## config.mk

```make
export PLATFORM = sky130hd
export DESIGN_NAME = cdc_fifo_drain_packer_flat
export DESIGN_NICKNAME = d
export VERILOG_FILES = /design/src/rtl/cdc_fifo_drain_packer_if.sv /design/src/rtl/cdc_fifo_drain_packer.sv /design/src/flat_wrapper.sv
export SDC_FILE = /design/constraint.sdc
export NUM_CORES = 1
export LEC_CHECK = 0
export CAP_MARGIN = 0
export CELL_PAD_IN_SITES_DETAIL_PLACEMENT = 0
export CELL_PAD_IN_SITES_GLOBAL_PLACEMENT = 1
export CORE_AREA = 2 2 72 74
export DETAILED_ROUTE_END_ITERATION = 6
export DIE_AREA = 0 0 74 76
export PLACE_DENSITY = 0.82
export SLEW_MARGIN = 10
export SYNTH_ARGS = -nofsm -noshare
export SYNTH_HDL_FRONTEND = slang
export SYNTH_SLANG_ARGS = --single-unit
```

## constraint.sdc

```tcl
create_clock -name clk -period 1.5 [get_ports clk]
set_input_delay 0.3 -clock clk [delete_from_list [all_inputs] [get_ports clk]]
set_output_delay 0.3 -clock clk [all_outputs]
set_load 0.05 [all_outputs]
```

## src/rtl/cdc_fifo_drain_packer_if.sv

```systemverilog
// Read-side bus of the CDC FIFO drain packer: FIFO show-ahead port, flush request,
// packed valid/ready output and delivered-beat counter.
interface cdc_fifo_drain_packer_if #(
    parameter int DATA_WIDTH = 4,
    parameter int PACK       = 2,
    parameter int CNT_WIDTH  = 16
);
    logic                         fifo_empty;
    logic [DATA_WIDTH-1:0]        fifo_data;
    logic                         fifo_increment;
    logic                         flush;
    logic [DATA_WIDTH*PACK-1:0]   out_data;
    logic [$clog2(PACK+1)-1:0]    out_lanes;
    logic                         out_valid;
    logic                         out_ready;
    logic [CNT_WIDTH-1:0]         beat_count;

    // master is the packer itself; slave is the FIFO/downstream side
    modport master (
        input  fifo_empty, fifo_data, flush, out_ready,
        output fifo_increment, out_data, out_lanes, out_valid, beat_count
    );

    modport slave (
        output fifo_empty, fifo_data, flush, out_ready,
        input  fifo_increment, out_data, out_lanes, out_valid, beat_count
    );
endinterface

```

## src/rtl/cdc_fifo_drain_packer.sv

```systemverilog
// Pops FIFO entries in the read clock domain and packs PACK of them into one wide
// registered valid/ready beat; a flush request emits a partially filled beat.
module cdc_fifo_drain_packer #(
    parameter int DATA_WIDTH = 4,
    parameter int PACK       = 2,
    parameter int CNT_WIDTH  = 16
) (
    input  logic                   clk,
    input  logic                   rst_n,
    cdc_fifo_drain_packer_if.master bus
);
    localparam int LANES_W = $clog2(PACK + 1);
    localparam int IDX_W   = $clog2(PACK);
    localparam int BEAT_W  = DATA_WIDTH * PACK;

    logic [IDX_W-1:0]  cnt;
    logic [BEAT_W-1:0] acc;
    logic [BEAT_W-1:0] acc_filled;
    logic              flush_pending;
    logic              slot_free;
    logic              last_lane;
    logic              pop;
    logic              handshake;
    logic              flush_emit;
    logic              load;

    always_comb begin
        slot_free  = !bus.out_valid || bus.out_ready;
        last_lane  = (cnt == IDX_W'(PACK - 1));
        // the last lane may only be popped when the output slot can take the beat
        pop        = rst_n && !bus.fifo_empty && !flush_pending && !(last_lane && !slot_free);
        handshake  = bus.out_valid && bus.out_ready;
        flush_emit = flush_pending && (cnt != '0) && slot_free;
        load       = (pop && last_lane) || flush_emit;
        acc_filled = acc;
        acc_filled[cnt*DATA_WIDTH +: DATA_WIDTH] = bus.fifo_data;
    end

    assign bus.fifo_increment = pop;

    always_ff @(posedge clk or negedge rst_n) begin
        if (!rst_n) begin
            cnt            <= '0;
            acc            <= '0;
            flush_pending  <= 1'b0;
            bus.out_valid  <= 1'b0;
            bus.out_data   <= '0;
            bus.out_lanes  <= '0;
            bus.beat_count <= '0;
        end else begin
            if (load) begin
                bus.out_valid <= 1'b1;
                bus.out_data  <= flush_emit ? acc : acc_filled;
                bus.out_lanes <= flush_emit ? LANES_W'(cnt) : LANES_W'(PACK);
            end else if (handshake) begin
                bus.out_valid <= 1'b0;
            end

            if (load) begin
                cnt <= '0;
                acc <= '0;
            end else if (pop) begin
                cnt <= cnt + IDX_W'(1);
                acc <= acc_filled;
            end

            if (flush_pending) begin
                if (cnt == '0 || slot_free)
                    flush_pending <= 1'b0;
            end else if (bus.flush) begin
                flush_pending <= 1'b1;
            end

            if (handshake && bus.beat_count != '1)
                bus.beat_count <= bus.beat_count + CNT_WIDTH'(1);
        end
    end
endmodule

```

## src/flat_wrapper.sv

```systemverilog
// flat-port wrapper written by rule: the top's interface ports become plain ports
module cdc_fifo_drain_packer_flat 
#(
    parameter int DATA_WIDTH = 4,
    parameter int PACK       = 2,
    parameter int CNT_WIDTH  = 16
)
  (clk, rst_n, bus_fifo_empty, bus_fifo_data, bus_flush, bus_out_ready, bus_fifo_increment, bus_out_data, bus_out_lanes, bus_out_valid, bus_beat_count);
  cdc_fifo_drain_packer_if #(.DATA_WIDTH(DATA_WIDTH), .PACK(PACK), .CNT_WIDTH(CNT_WIDTH)) bus_i ();
  input  logic clk;
  input  logic rst_n;
  input wire logic [$bits(bus_i.fifo_empty)-1:0] bus_fifo_empty;
  input wire logic [$bits(bus_i.fifo_data)-1:0] bus_fifo_data;
  input wire logic [$bits(bus_i.flush)-1:0] bus_flush;
  input wire logic [$bits(bus_i.out_ready)-1:0] bus_out_ready;
  output wire logic [$bits(bus_i.fifo_increment)-1:0] bus_fifo_increment;
  output wire logic [$bits(bus_i.out_data)-1:0] bus_out_data;
  output wire logic [$bits(bus_i.out_lanes)-1:0] bus_out_lanes;
  output wire logic [$bits(bus_i.out_valid)-1:0] bus_out_valid;
  output wire logic [$bits(bus_i.beat_count)-1:0] bus_beat_count;
  assign bus_i.fifo_empty = bus_fifo_empty;
  assign bus_i.fifo_data = bus_fifo_data;
  assign bus_i.flush = bus_flush;
  assign bus_i.out_ready = bus_out_ready;
  assign bus_fifo_increment = bus_i.fifo_increment;
  assign bus_out_data = bus_i.out_data;
  assign bus_out_lanes = bus_i.out_lanes;
  assign bus_out_valid = bus_i.out_valid;
  assign bus_beat_count = bus_i.beat_count;
  cdc_fifo_drain_packer #(.DATA_WIDTH(DATA_WIDTH), .PACK(PACK), .CNT_WIDTH(CNT_WIDTH)) u_core (.clk(clk), .rst_n(rst_n), .bus(bus_i));
endmodule
```

==> impl_metrics.ini <==
[run_status]
status = finished with violations
violations = negative setup slack

[cells_and_area]
syn_to_final_growth_pct = 79.22
diodes = 0
final_area_um2 = 2859
num-nets-final = 232
multi_input_area_um2 = 778.2
post-route-util_pct = 58.20
nFillCells = 389
regArea_um2 = 947.2
drive_gt1_share_pct = 53.81

[timing]
grt_setup_unrepaired = yes
hold_viol = 0
setup_viol_count_final = 11
setup_slack_ns = -0.1404
fin_crit_sh_pct = 109.4
max_freq_ghz = 0.6096
post-route-min-period_ns = 1.640
tightest_slew_ns = 0.4926
finClkSkew_ns = 0.005692
relSlewSlack_pct = 66.91
finalMaxSlewViolations = 0

[synth]
yosysSeqAreaShare_pct = 58.04
syn-num-nets = 152
ys_ff_latch = 37
syn-instance-count = 142
yosys_warnings = 0
avgSynthCellArea_um2 = 11.23
synth_area_um2 = 1595
synth_cell_types = 26

[clocking]
cts_buffers = 5
cts_sinks = 37
cts-root-buf = clkbuf_8
clock_path_buffers = 2
cts_tree = built
htree_levels = 2
clkTransAtPathRegs_ns = 0.07
clk_latency_ns = 0.29

[global_route]
grt_pass1_wl_mm = 6.472
grt_max_degree = 38
antenna_found_initial = 0
grt_pass1_vias = 1408
use_met1_pct = 19.39
gr-total-overflow = 0
grt_util_met3_pct = 4.365
grtUsageMet2_pct = 22.68
grt_usage_pct = 14.83
grt_busiest_layer = met2

[worst_setup_path]
cp_max_fo = 6
cp.arrival_ns = 1.85
critPathLaunchType = register
reg2reg_to = u_core.bus.beat_count[7]
worst_r2r_path_depth = 6
cp.required_ns = 1.71
crit_type = register to register
crit_path_end_kind = register
r2r_setup_slack_ns = -0.14
timing.rr.start = u_core.bus.beat_count[1]

[routing]
drc = 0
wire_per_inst_um = 13.37
drtIter0Drc = 75
detail-route-antenna-nets = 0
drt_pass1_iterations = 4
post_drt_via_cell_ratio = 4.522
drt-total-wl_mm = 3.918
vias = 1325

[die]
die_w_um = 74
num_rows = 26
io_pins = 37
initial_core_util_pct = 32.48
core_area_um2 = 4912
die_h_um = 76
die_area_um2 = 5624

[place]
dp_hpwl_mm = 2.793
post_dp_cell_area_um2 = 2645
port_buffers = 36
place_congestion = 0.7064

[hold_path]
worstHoldPathType = primary input to asynchronous set/reset pin

[power]
worst_ir_drop_vdd_v = 0.0009034
p_leak_nw = 1.338
pwr_density_cell_nw_per_um2 = 1658

[run]
cap_violations = 0
## synth_stat cells
library cell	n	share of area [%]
nor3_2	3	1.9
nand2b_1	4	1.6
a31oi_1	1	0.39
a21oi_1	5	1.6
nor3_1	4	1.3
and2_1	8	3.1
nand3_1	5	1.6
a22o_1	4	2.2
xor2_1	6	3.3
mux2_2	8	5.6
inv_1	4	0.94
and3_1	1	0.39
nor2_1	8	1.9
a211o_1	1	0.55
mux2i_1	5	3.1
dfrtp_1	37	58
o31ai_1	1	0.47
o21ai_0	6	1.9
nand2_1	18	4.2
ha_1	1	0.78
clkbuf_1	2	0.47
or3_1	1	0.39
xnor2_1	4	2.2
nor4_1	1	0.39
nand4_1	2	0.78
o21a_1	2	0.94
## timing repair
item | 4_1_cts | 5_1_grt
hold buffers | 0 | 0
cloned | 0 | 0
buffers inserted | 0 | 3
gates resized for setup | 13 | 9
pin swaps | 4 | 7
setup endpoints to repair | 17 | 16
## through the flow
stage	setup TNS [ns]	std cells	power [W]	setup slack [ns]	hold slack [ns]
floorplan	-1.665	142	0.002577	-0.2318	0.004409
global placement	-8.381	282	0.003854	-0.4150	0.4307
detailed placement	-8.684	282	0.003917	-0.4611	0.4212
CTS	-0.7066	290	0.004704	-0.1534	0.1357
global route	-1.831	293	0.004969	-0.2094	0.1740
finish	-1.017	293	0.004739	-0.1404	0.1379
## report_power, final
part	leakage (nW)	switching (W)	internal, W	total [W]
registers	0.460	0.000249	0.00124	0.00149
clock network	0.0455	0.000344	0.000375	0.000719
logic	0.832	0.00124	0.00129	0.00253
## flip-flops by register name (all words and copies together) (netlist names)
register,flops
u_core.bus.out_valid,1
u_core.flush_pending,1
u_core.acc,8
u_core.cnt,1
u_core.bus.out_data,8
u_core.bus.out_lanes,2
u_core.bus.beat_count,16
## how the worst max path moves through the flow
stage | startpoint | endpoint | cells after the start
6_report | u_core.bus.beat_count[1] | u_core.bus.beat_count[7] | 6
5_1_grt | u_core.bus.beat_count[1] | u_core.bus.beat_count[13] | 6
4_1_cts | u_core.bus.beat_count[1] | u_core.bus.beat_count[11] | 6
3_5_place_dp | bus_out_ready | u_core.bus.beat_count[15] | 6
3_3_place_gp | bus_out_ready | u_core.bus.beat_count[15] | 6
2_1_floorplan | u_core.bus.beat_count[0] | u_core.bus.beat_count[11] | 6
## area by class of cell
class / instances / share of cell area (%)
multi-input cells: 99 / 27.22
clock buffers: 8 / 3.151
inverters: 4 / 0.5252
repair buffers: 75 / 32.91
well taps: 70 / 3.063
flip-flops and latches: 37 / 33.13
## per-layer routing
layer	wire, um	part of all wire [%]
met1	1716	44
met2	1950	50
met3	164	4.2
met4	86	2.2
met5	0	0
## cell families (layout without fill, tap and decap cells)
group,count (synthesis),count (layout),synth area share (%)
simple gates,55,55,17.49
buf+inv,6,87,1.412
fa+ha+maj,1,1,0.7842
mux,13,13,8.785
flops,37,37,58.04
xor+xnor,10,10,5.490
compound gates,20,20,8.000
## cells in the final DEF, fill, tap and decap left out, types with 3 or more instances in the layout
master and n:
buf_12 28, nand3_1 4, nand2_1 17, nor3_4 4, clkdlybuf4s50_1 5, xnor2_1 4, buf_4 35, clkbuf_8 6
buf_6 4, o21ai_0 6, a22o_1 4, inv_1 3, and2_1 6, a21oi_1 4, nand2b_4 3, xor2_1 6
nor2_1 5, mux2i_1 5, mux2_2 7, dfrtp_1 20, dfrtp_2 17
## critical path: stages, from the launching register on
cell and delay [ns]:
dfrtp_2 0.44, ha_4 0.17, and2_4 0.15, and2_4 0.14, a211o_4 0.38, nor2_1 0.13, xor2_1 0.15
No activity file was read; power rests on OpenSTA's default activity.
